--- src/rtl/request_unit.sv ---
// request_unit: memory request sequencer for the single-cycle datapath.
// Turns the decoded load/store/halt of the current instruction plus the
// instruction/data hits into request lines, a PC-advance pulse and a
// sticky halt.
// Optional build macro REQ_PERF_EN adds retired-instruction and
// data-stall counters (instr_count, stall_count).
module request_unit #(
    parameter int CNT_W = 32
) (
    input  logic             CLK,
    input  logic             RST,
    input  logic             ihit,
    input  logic             dhit,
    input  logic             dREN,
    input  logic             dWEN,
    input  logic             halt_in,
    output logic             imemREN,
    output logic             dmemREN,
    output logic             dmemWEN,
    output logic             pc_en,
    output logic             halt
`ifdef REQ_PERF_EN
    ,
    output logic [CNT_W-1:0] instr_count,
    output logic [CNT_W-1:0] stall_count
`endif
);

    typedef enum logic [1:0] {
        FETCH = 2'd0,
        DATA  = 2'd1,
        HALT  = 2'd2
    } state_t;

    state_t state;

    // Fetch stays requested except once halted; retire on ihit for a plain
    // instruction, or on dhit once the data access completes.
    always_comb begin
        imemREN = (state != HALT);
        pc_en   = 1'b0;
        case (state)
            FETCH:   pc_en = ihit & ~halt_in & ~dREN & ~dWEN;
            DATA:    pc_en = dhit;
            default: pc_en = 1'b0;
        endcase
    end

    // Sequencer: captures the data request on entry to DATA and holds it
    // until dhit; HALT absorbs everything until reset.
    always_ff @(posedge CLK) begin
        if (RST) begin
            state   <= FETCH;
            dmemREN <= 1'b0;
            dmemWEN <= 1'b0;
            halt    <= 1'b0;
        end else begin
            case (state)
                FETCH: begin
                    if (ihit) begin
                        if (halt_in) begin
                            state <= HALT;
                            halt  <= 1'b1;
                        end else if (dREN | dWEN) begin
                            state   <= DATA;
                            dmemREN <= dREN;
                            dmemWEN <= dWEN;
                        end
                    end
                end
                DATA: begin
                    if (dhit) begin
                        state   <= FETCH;
                        dmemREN <= 1'b0;
                        dmemWEN <= 1'b0;
                    end
                end
                HALT: begin
                    halt <= 1'b1;
                end
                default: begin
                    state   <= FETCH;
                    dmemREN <= 1'b0;
                    dmemWEN <= 1'b0;
                    halt    <= 1'b0;
                end
            endcase
        end
    end

`ifdef REQ_PERF_EN
    // Performance counters: count retires and DATA cycles; both naturally
    // freeze in HALT since neither event can occur there.
    always_ff @(posedge CLK) begin
        if (RST) begin
            instr_count <= '0;
            stall_count <= '0;
        end else begin
            if (pc_en) begin
                instr_count <= instr_count + CNT_W'(1);
            end
            if (state == DATA) begin
                stall_count <= stall_count + CNT_W'(1);
            end
        end
    end
`endif

endmodule

--- config.mk ---
export PLATFORM = sky130hd
export DESIGN_NAME = request_unit
export DESIGN_NICKNAME = d
export VERILOG_FILES = /design/src/rtl/request_unit.sv
export SDC_FILE = /design/constraint.sdc
export NUM_CORES = 1
export LEC_CHECK = 0
export ABC_CLOCK_PERIOD_IN_PS = 1600
export BUFFER_PORTS_ARGS = -buffer_cell sky130_fd_sc_hd__buf_2
export CORE_AREA = 2 2 39 41
export CTS_CLUSTER_SIZE = 24
export DETAILED_ROUTE_END_ITERATION = 8
export DIE_AREA = 0 0 41 43
export PLACE_DENSITY = 0.43
export SETUP_SLACK_MARGIN = 0.15
export SYNTH_ARGS = -nofsm -noshare
export SYNTH_HDL_FRONTEND = slang
export SYNTH_SLANG_ARGS = --single-unit
--- constraint.sdc ---
create_clock -name CLK -period 1.6 [get_ports CLK]
set_input_delay 0.24 -clock CLK [delete_from_list [all_inputs] [get_ports CLK]]
set_output_delay 0.24 -clock CLK [all_outputs]
set_load 0.005 [all_outputs]
## Word-level counts from Yosys, hierarchy flattened

Cells that the tools add are included.

| storage, ports and cells | value |
|---|---|
| bits in registers | 5 |
| bits of input ports | 7 |
| output and inout bits | 5 |
| word-level logic and storage cells | 44 |

| operators by class | value |
|---|---|
| equal/unequal tests | 9 |
| muxes and demuxes | 18 |
| bitwise operators | 9 |
| reductions and logical operators | 4 |

Operator list:

| cell | number |
|---|---|
| $ne A2 B2 Y1 const B | 6 |
| $mux W1 | 9 |
| $pmux W1 S3 | 3 |
| $mux W2 | 4 |
| $pmux W2 S3 | 1 |
| $not A1 Y1 | 5 |
| $reduce_and A5 Y1 | 1 |
| $reduce_and A4 Y1 | 1 |
| $and A1 B1 Y1 | 3 |
| $ne A3 B3 Y1 const B | 1 |
| $reduce_and A3 Y1 | 1 |
| $eq A2 B1 Y1 const B | 1 |
| $eq A2 B2 Y1 const B | 1 |
| $logic_not A2 Y1 | 1 |
| $pmux W1 S2 | 1 |
| $or A1 B1 Y1 | 1 |

## Depth between registers and ports, before layout

Gate-level depths: netlist (run 1).

| logic depth | value |
|---|---|
| depth in word-level cells | 5 |
| mapped depth | 4 |
| gate-level depth less buffers | 3 |

## Worst setup path before layout (run 1)

Ideal clock, no wire load.

| timing path | value |
|---|---|
| kind | register -> output |
| start point | reg state[0] |
| end point | out pc_en |
| arrival time | 1.085 ns |
| required time | 1.360 ns |
| path slack | 0.275 ns |
| stages on the path, launching flop included | 4 |
| buffers on the path | 1 |
| cells stage by stage | dfxtp_1 -> buf_6 -> or4_1 -> a21oi_1 |

| on the way | value |
|---|---|
| word-level cells in the longest chain between the ends | 2 |
| elaborated cells on any way between the ends | 3 |
| those cells by class | 1 x eq/ne; 1 x mux; 1 x reduce/logical |

RTL lines:

| what | RTL line | text |
|---|---|---|
| start: declaration | 35 | `state_t state;` |
| start signal: assignment | 53 | `state <= FETCH;` |
| start signal: assignment | 62 | `state <= HALT;` |
| start signal: assignment | 65 | `state <= DATA;` |
| $eq A2 B1 Y1 or $logic_not A2 Y1 (tied branches) | 42 | `case (state)` |
| $pmux W1 S2 * | 42 |  |
| end: declaration | 20 | `output logic pc_en,` |

Mark *: on every way between the ends. The rest lies on a longest branch, timed or not.

## Worst setup path in the final report (run 1)

| timing path | value |
|---|---|
| start point | in halt_in |
| end point | out pc_en |

| on the way | value |
|---|---|
| word-level cells in the longest chain between the ends | 5 |

RTL lines:

| what | RTL line | text |
|---|---|---|
| start: declaration | 16 | `input logic halt_in,` |
| $not A1 Y1 | 43 | `FETCH: pc_en = ihit & ~halt_in & ~dREN & ~dWEN;` |
| $and A1 B1 Y1 (3 in a row) | 43 |  |
| $pmux W1 S2 | 42 |  |

Every way passes these cells.

==> impl_metrics.toml, run 1 <==
[sta]
finalCriticalPeriod_ns = 1.454
tightest_slew_ns = 0.3149
skew_ns = 0.001558
max_freq_ghz = 0.6880
fin_tns_setup_ns = 0
finalSetupViolCount = 0
hold_viol = 0
rsz0062_at_grt = "true"
fin_crit_sh = 0.9084
slew_headroom = 0.7895
slew_viol_final = 0

[clocking]
clkSinkCount = 5
cts_htree_levels = 1
clockRootBuffer = "clkbuf_4"
clk_pin_slew_ns = 0.04
clk_latency_ns = 0.23
cts_max_path_buffers = 2
cts_buffers = 3
cts_tree = "done"
ctsHoldBuffers = 0

[die]
initial_utilization = 0.1817
die_area_sq_um = 1763
io_pins = 12
die-height_microns = 43
num_rows = 14
chipWidth_microns = 41
core_area_sq_um = 1384

[synth]
synth_area_per_cell_sq_um = 8.982
yosysWarnings = 0
synth_xor_area_frac = 0
synthMuxAreaShare = 0
synth-simple-area-share = 0.3333
synthDistinctLibCells = 16
netlist_area_sq_um = 251.5
ys_seq_elements = 5
synth_top_family_by_area = "simple AND/OR/NAND/NOR gates"
synthCells = 28
synth_compound_area_frac = 0.2090
syn-num-nets = 35
synthAdderAreaFrac = 0
ys_seq_area_frac = 0.3980

[power]
p_leak_nw = 0.1618
p_total_mw = 0.3335
ir_worst_vdd_mv = 0.4056
power_density_nw_per_um2 = 900.4

[worst_setup_path]
crit_path_max_fanout = 2
startpoint = "halt_in"
path_class = "input pin to output port"
worstPathArrival_ns = 1.21
start_kind = "input pin"
r2r-start = "state[0]"
required_ns = 1.36
endpoint_kind = "output port"
ff2ff_path_depth = 4

[finish]
seqCellArea_sq_um = 100.1
final_cell_mix = "10 x buf_2, 5 x dfxtp_1, 3 x nand2_1, 3 x clkbuf_4"
fillers = 156
multi_input_area_sq_um = 143.9
area_delta_synth_final_pct = 47.26
n_antenna_cell = 0
nets = 52
layout_commonest_cell = "buf_2"
drive_above_1_share = 0.4091

[place]
port_buffers = 11
gp_congestion = 0.6728

[grt]
antenna_found_initial = 0
grt.overflow.total = 0
grt_usage = 0.07243
grt_max_degree = 9
grt_pass1_vias = 237
grt_pass1_wl_microns = 855

[run_status]
status = "completed"

[drt]
ant_nets = 0
wl_per_cell_microns = 8.750
drt-total-wl_microns = 525
drtIter0Drc = 2
drc = 0
via_per_inst = 4.217
vias = 253
first_pass_iters = 2

[hold_path]
hold_depth = 2
worstHoldStart = "RST"
hp-class = "input pin to register"

[flow_run]
maxCapViolations = 0
[synth_stat cells]
cell type	number	area, sq um
o21a_1	1	7.510
a32o_1	2	20.02
nor2_1	2	7.510
o31a_1	1	8.760
clkinv_1	1	3.750
a21oi_1	2	10.01
nor3_1	2	10.01
dfxtp_1	5	100.1
nor2b_1	1	6.260
or4_1	1	7.510
nand2_1	3	11.26
and2b_1	1	7.510
buf_6	1	11.26
nor4b_2	1	15.01
nand2b_1	3	18.77
o22ai_1	1	6.260
[worst max-delay path, cell delays in order]
cell and delay, ns:
buf_6 0.09, nand2b_4 0.13, or4_1 0.51, a21oi_1 0.12, buf_2 0.12
[registers in the layout (all words and copies together) (netlist names)]
signal and flops:
dmemREN 1, dmemWEN 1, halt 1, state 2
[cell type report]
class / count / share of cell area
well taps: 16 / 0.05405
clock buffers: 4 / 0.07095
repair buffers: 13 / 0.2061
inverters: 1 / 0.01014
multi-input cells: 21 / 0.3885
flip-flops and latches: 5 / 0.2703
[where the power goes]
part | switching, mW | internal (mW) | total [mW]
sequential | 0.00668 | 0.134 | 0.140
clock | 0.0439 | 0.0938 | 0.138
combinational | 0.0241 | 0.0313 | 0.0555
total | 0.0747 | 0.259 | 0.333
[logic make-up after synthesis]
family | count (synthesis)
buf+inv | 2
flops | 5
compound gates | 7
simple gates | 14
[routing by layer]
metal | up-vias | track usage | wire length [microns] | share of wire
li1 | 135 | - | - | -
met1 | 112 | 0.08091 | 234 | 0.45
met2 | 6 | 0.1094 | 248 | 0.47
met3 | 0 | 0.04712 | 42 | 0.080
met4 | 0 | 0.02000 | 0 | 0
met5 | - | 0 | 0 | 0
[through the flow]
stage | hold WS, ns | cell area (sq um) | cells | setup slack, ns | utilization
6_report | 0.2294 | 370.4 | 60 | 0.1465 | 0.2676
5_1_grt | 0.2411 | 370.4 | 60 | 0.09945 | 0.2676
4_1_cts | 0.2284 | 370.4 | 60 | 0.1275 | 0.2676
3_5_place_dp | 0.4686 | 322.8 | 55 | 0.1821 | 0.2333
3_3_place_gp | 0.4732 | 322.8 | 55 | 0.1890 | 0.2333
2_1_floorplan | 0.3116 | 251.5 | 28 | 0.2746 | -
[worst paths after layout]
check | end | slack (ns)
worst max-delay path | pc_en | 0.15
worst min-delay path | halt | 0.23
worst max register to register | dmemWEN | 0.33
worst min register to register | dmemWEN | 0.51
[timing repair]
action	in CTS	in global routing
pin swaps	2	0
setup endpoints to repair	1	1
gates resized for setup	2	0
setup buffers	1	0
(Power assumes the default switching activity.)
==> run 2, diff against run 1 <==
ABC_CLOCK_PERIOD_IN_PS = 1550   (was 1600)
SETUP_SLACK_MARGIN = default   (was 0.15)
clock period = 1.55 ns   (was 1.6 ns; I/O delays follow)
==> impl_metrics.toml, run 2 (synthesized netlist as in run 1, its figures left out) <==
[run_status]
status = "completed"

[clocking]
clockRootBuffer = "clkbuf_4"
cts_buffers = 3
cts_max_path_buffers = 2
clkSinkCount = 5
ctsHoldBuffers = 0
cts_htree_levels = 1
cts_tree = "done"
clk_latency_ns = 0.23
clk_pin_slew_ns = 0.04

[drt]
route.met3.wl_microns = 42
wl_met2_microns = 244
m1WireLength_microns = 229
top_layer = "met3"
drtIter0Drc = 2
first_pass_iters = 2
drc = 0
wl_per_cell_microns = 8.746
drt-total-wl_microns = 516
ant_nets = 0
via_per_inst = 4.203
vias = 248

[grt]
grt_max_degree = 9
grt_pass1_wl_microns = 814
grt_usage = 0.06942
grt_pass1_vias = 222
grt.overflow.total = 0
antenna_found_initial = 0

[sta]
finalCriticalPeriod_ns = 1.490
hold_viol = 0
tightest_slew_ns = 0.3151
slew_headroom = 0.7894
hold-worst-slack_ns = 0.2219
fin_crit_sh = 0.9613
rsz0062_at_grt = "false"
fin_tns_setup_ns = 0
finalSetupViolCount = 0
max_freq_ghz = 0.6711
slew_viol_final = 0
skew_ns = 0.001558

[worst_setup_path]
required_ns = 1.32
endpoint_kind = "output port"
start_kind = "input pin"
crit_path_max_fanout = 3
r2r-end = "dmemWEN"
r2r-start = "state[0]"
r2r_slack_ns = 0.28
path_class = "input pin to output port"
ff2ff_path_depth = 4
worstPathArrival_ns = 1.26

[hold_path]
worstHoldStart = "RST"
hp-class = "input pin to register"
worst_hold_path.endpoint = "halt"
hold_depth = 2

[finish]
layout_commonest_cell = "buf_2"
n_antenna_cell = 0
nets = 51
top_register = "state"
area_delta_synth_final_pct = 41.79
largest_reg_flops = 2
drive_above_1_share = 0.3953
final_cell_mix = "11 x buf_2, 5 x dfxtp_1, 3 x nand2_1, 3 x clkbuf_4"

[die]
initial_utilization = 0.1817
die-height_microns = 43
chipWidth_microns = 41
die_area_sq_um = 1763
core_area_sq_um = 1384
io_pins = 12
num_rows = 14

[flow_run]
maxCapViolations = 0

[power]
ir_worst_vdd_mv = 0.4148
p_comb_frac = 0.158
switching_share = 0.2253
p_leak_nw = 0.1548
seqPwrFrac = 0.425
power_density_nw_per_um2 = 955.6
p_int_mw = 0.2640
p_switching_mw = 0.07679
pwr-share-clk = 0.417

[place]
port_buffers = 11
gp_congestion = 0.6728
==> run 2: changes by cell type in the layout (fill, tap and decap cells not counted), sizes merged <==
cell | previous run | this run
buf | 13 | 12
==> run 2: cell type report <==
type / count / area [sq um]
fillers: 160 / 1027
flip-flops and latches: 5 / 100.1
repair buffers: 12 / 62.56
multi-input cells: 21 / 143.9
inverters: 1 / 3.754
clock buffers: 4 / 26.28
well taps: 16 / 20.02
==> run 2: worst max-delay path by stage <==
| stage | startpoint | end | slack [ns] | cells after the start |
|---|---|---|---|---|
| floorplan | state[0] | pc_en | 0.23 | 3 |
| global placement | halt_in | pc_en | 0.15 | 5 |
| detailed placement | halt_in | pc_en | 0.15 | 5 |
| CTS | state[0] | pc_en | 0.01 | 3 |
| global route | halt_in | pc_en | 0.01 | 5 |
| finish | halt_in | pc_en | 0.06 | 5 |
==> run 2: per-stage QoR <==
stage               cell area [sq um]  setup WS, ns  power (mW)  cells  utilization
floorplan                       251.5        0.2321      0.1749     28            -
global placement                322.8        0.1540      0.2001     55       0.2333
detailed placement              322.8        0.1471      0.1989     55       0.2333
CTS                             349.1       0.01033      0.3440     59       0.2523
global route                    356.6       0.01066      0.3678     59       0.2577
finish                          356.6       0.05992      0.3408     59       0.2577
==> run 2: worst max-delay path: stages <==
cell	delay [ns]
buf_2	0.12
nand2b_4	0.13
or4_1	0.51
a21oi_1	0.14
buf_2	0.12
==> run 2: power by group through the flow <==
stage               Clock (mW)  Sequential (mW)  Combinational (mW)
floorplan                    0            0.147              0.0284
global placement             0            0.147              0.0530
detailed placement           0            0.147              0.0519
CTS                      0.147            0.145              0.0522
global route             0.162            0.146              0.0598
finish                   0.142            0.145              0.0538
==> run 2: what timing repair did <==
item,4_1_cts,5_1_grt
gates resized for setup,0,1
endpoints found under the setup margin,1,1
buffers inserted,0,0
pin swaps,1,2
==> run 2: metal layers <==
layer,GRT usage,vias up
li1,-,133
met1,0.08091,109
met2,0.1000,6
met3,0.04712,0
met4,0.02000,0
met5,0,-
==> run 3, diff against run 2 <==
CTS_BUF_LIST = sky130_fd_sc_hd__clkbuf_2   (was default)
==> impl_metrics.toml, run 3 (synthesized netlist as in run 1, its figures left out) <==
[run_status]
status = "completed"

[die]
num_rows = 14
die-height_microns = 43
io_pins = 12
core_area_sq_um = 1384
die_area_sq_um = 1763
initial_utilization = 0.1817
chipWidth_microns = 41

[sta]
skew_ns = 0.003327
finalCriticalPeriod_ns = 1.489
slew_headroom = 0.7898
rsz0062_at_grt = "false"
fin_tns_setup_ns = 0
tightest_slew_ns = 0.3144
fin_crit_sh = 0.9607
finalSetupViolCount = 0
max_freq_ghz = 0.6716
hold_viol = 0
hold-worst-slack_ns = 0.2464
slew_viol_final = 0

[worst_setup_path]
path_class = "input pin to output port"
ff2ff_path_depth = 4
critical_path_depth = 5
r2r-end = "dmemWEN"
cpPeakStageDelay_ns = 0.52
start_kind = "input pin"
worstPathArrival_ns = 1.26
crit_chain = "buf_2 -> nand2b_1 -> or4_1 -> a21oi_1 -> buf_2"
crit_path_max_fanout = 3
endpoint_kind = "output port"
cp_top_family = "simple AND/OR/NAND/NOR gates"
startpoint = "halt_in"
required_ns = 1.32
cp-endpoint = "pc_en"
r2r_slack_ns = 0.28
r2r-start = "state[0]"
crit_top_cell = "buf_2"
worst_path_max_delay_cell = "or4_1"
worst-path-buf-inv = 2

[drt]
ant_nets = 0
drtIter0Drc = 3
wl_per_cell_microns = 9.203
drt-total-wl_microns = 543
via_per_inst = 4.288
drc = 0
vias = 253
first_pass_iters = 4

[finish]
nets = 51
postLayoutCellArea_sq_um = 342.8
top_register = "state"
area_delta_synth_final_pct = 36.32
final_cell_mix = "11 x buf_2, 5 x dfxtp_1, 4 x clkbuf_2"
drive_above_1_share = 0.3953
layout_commonest_cell = "buf_2"
stdcell_count = 59
n_antenna_cell = 0
largest_reg_flops = 2

[clocking]
cts_max_path_buffers = 2
clkSinkCount = 5
clockRootBuffer = "clkbuf_2"
ctsHoldBuffers = 0
clk_pin_slew_ns = 0.06
clk_latency_ns = 0.21
cts_tree = "done"
cts_buffers = 3
cts_htree_levels = 1

[hold_path]
hp-class = "input pin to register"

[power]
p_leak_nw = 0.1507
p_int_mw = 0.2335
ir_worst_vdd_mv = 0.3814
switching_share = 0.2547
p_switching_mw = 0.07980
p_comb_frac = 0.165
seqPwrFrac = 0.461
pwr-share-clk = 0.375
power_density_nw_per_um2 = 913.9

[grt]
grt.overflow.total = 0
antenna_found_initial = 0
grt_usage = 0.07049
grt_pass1_wl_microns = 828
grt_pass1_vias = 228
grt_max_degree = 9

[place]
port_buffers = 11
dp.cells = 55
gp_congestion = 0.6728
place_area_sq_um = 322.8

[flow_run]
maxCapViolations = 0
-- run 3: cell count changes in the layout (fill, tap and decap cells not counted) --
cell | previous run | this run
clkbuf_1 | 1 | 0
clkbuf_2 | 0 | 4
clkbuf_4 | 3 | 0
nand2b_1 | 2 | 3
nand2b_4 | 1 | 0
-- run 3: power by group through the flow --
stage | Clock (mW) | Sequential (mW) | Combinational (mW)
6_report | 0.117 | 0.144 | 0.0516
3_5_place_dp | 0 | 0.147 | 0.0519
4_1_cts | 0.123 | 0.145 | 0.0524
3_3_place_gp | 0 | 0.147 | 0.0530
2_1_floorplan | 0 | 0.147 | 0.0284
5_1_grt | 0.133 | 0.145 | 0.0576
-- run 3: layout make-up --
| class | instances | area [sq um] |
|---|---|---|
| Timing Repair Buffer | 12 | 62.56 |
| Sequential cell | 5 | 100.1 |
| Multi-Input combinational cell | 21 | 136.4 |
| Fill cell | 162 | 1041 |
| Tap cell | 16 | 20.02 |
| Inverter | 1 | 3.754 |
| Clock buffer | 4 | 20.02 |
-- run 3: worst min path at each step --
| stage | to | cells past startpoint | start | slack [ns] |
|---|---|---|---|---|
| CTS | halt | 2 | RST | 0.24 |
| detailed placement | halt | 2 | RST | 0.46 |
| global route | state[1] | 2 | RST | 0.25 |
| finish | halt | 2 | RST | 0.25 |
| global placement | halt | 2 | RST | 0.47 |
| floorplan | halt | 1 | RST | 0.30 |
-- run 3: metrics by stage --
stage	worst slack, ns	utilization	power, mW
2_1_floorplan	0.2321	-	0.1749
3_3_place_gp	0.1540	0.2333	0.2001
3_5_place_dp	0.1471	0.2333	0.1989
4_1_cts	0.004746	0.2477	0.3204
5_1_grt	0.008161	0.2477	0.3356
6_report	0.06091	0.2477	0.3133
-- run 3: worst register-to-register path, stage by stage, from the launching register on --
cell     delay [ns]
dfxtp_1        0.30
buf_4          0.15
nor4b_2        0.36
nand2_1        0.09
a32o_1         0.25
-- run 3: timing repair --
item | in CTS | in global routing
buffers inserted | 0 | 0
setup endpoints to repair | 0 | 1
gates resized for setup | 0 | 0
-- run 3: per-layer routing --
layer,GRT usage,share of wire
met5,0,0
met4,0.04000,0
met3,0.03141,0.066
met2,0.1031,0.50
met1,0.08117,0.43
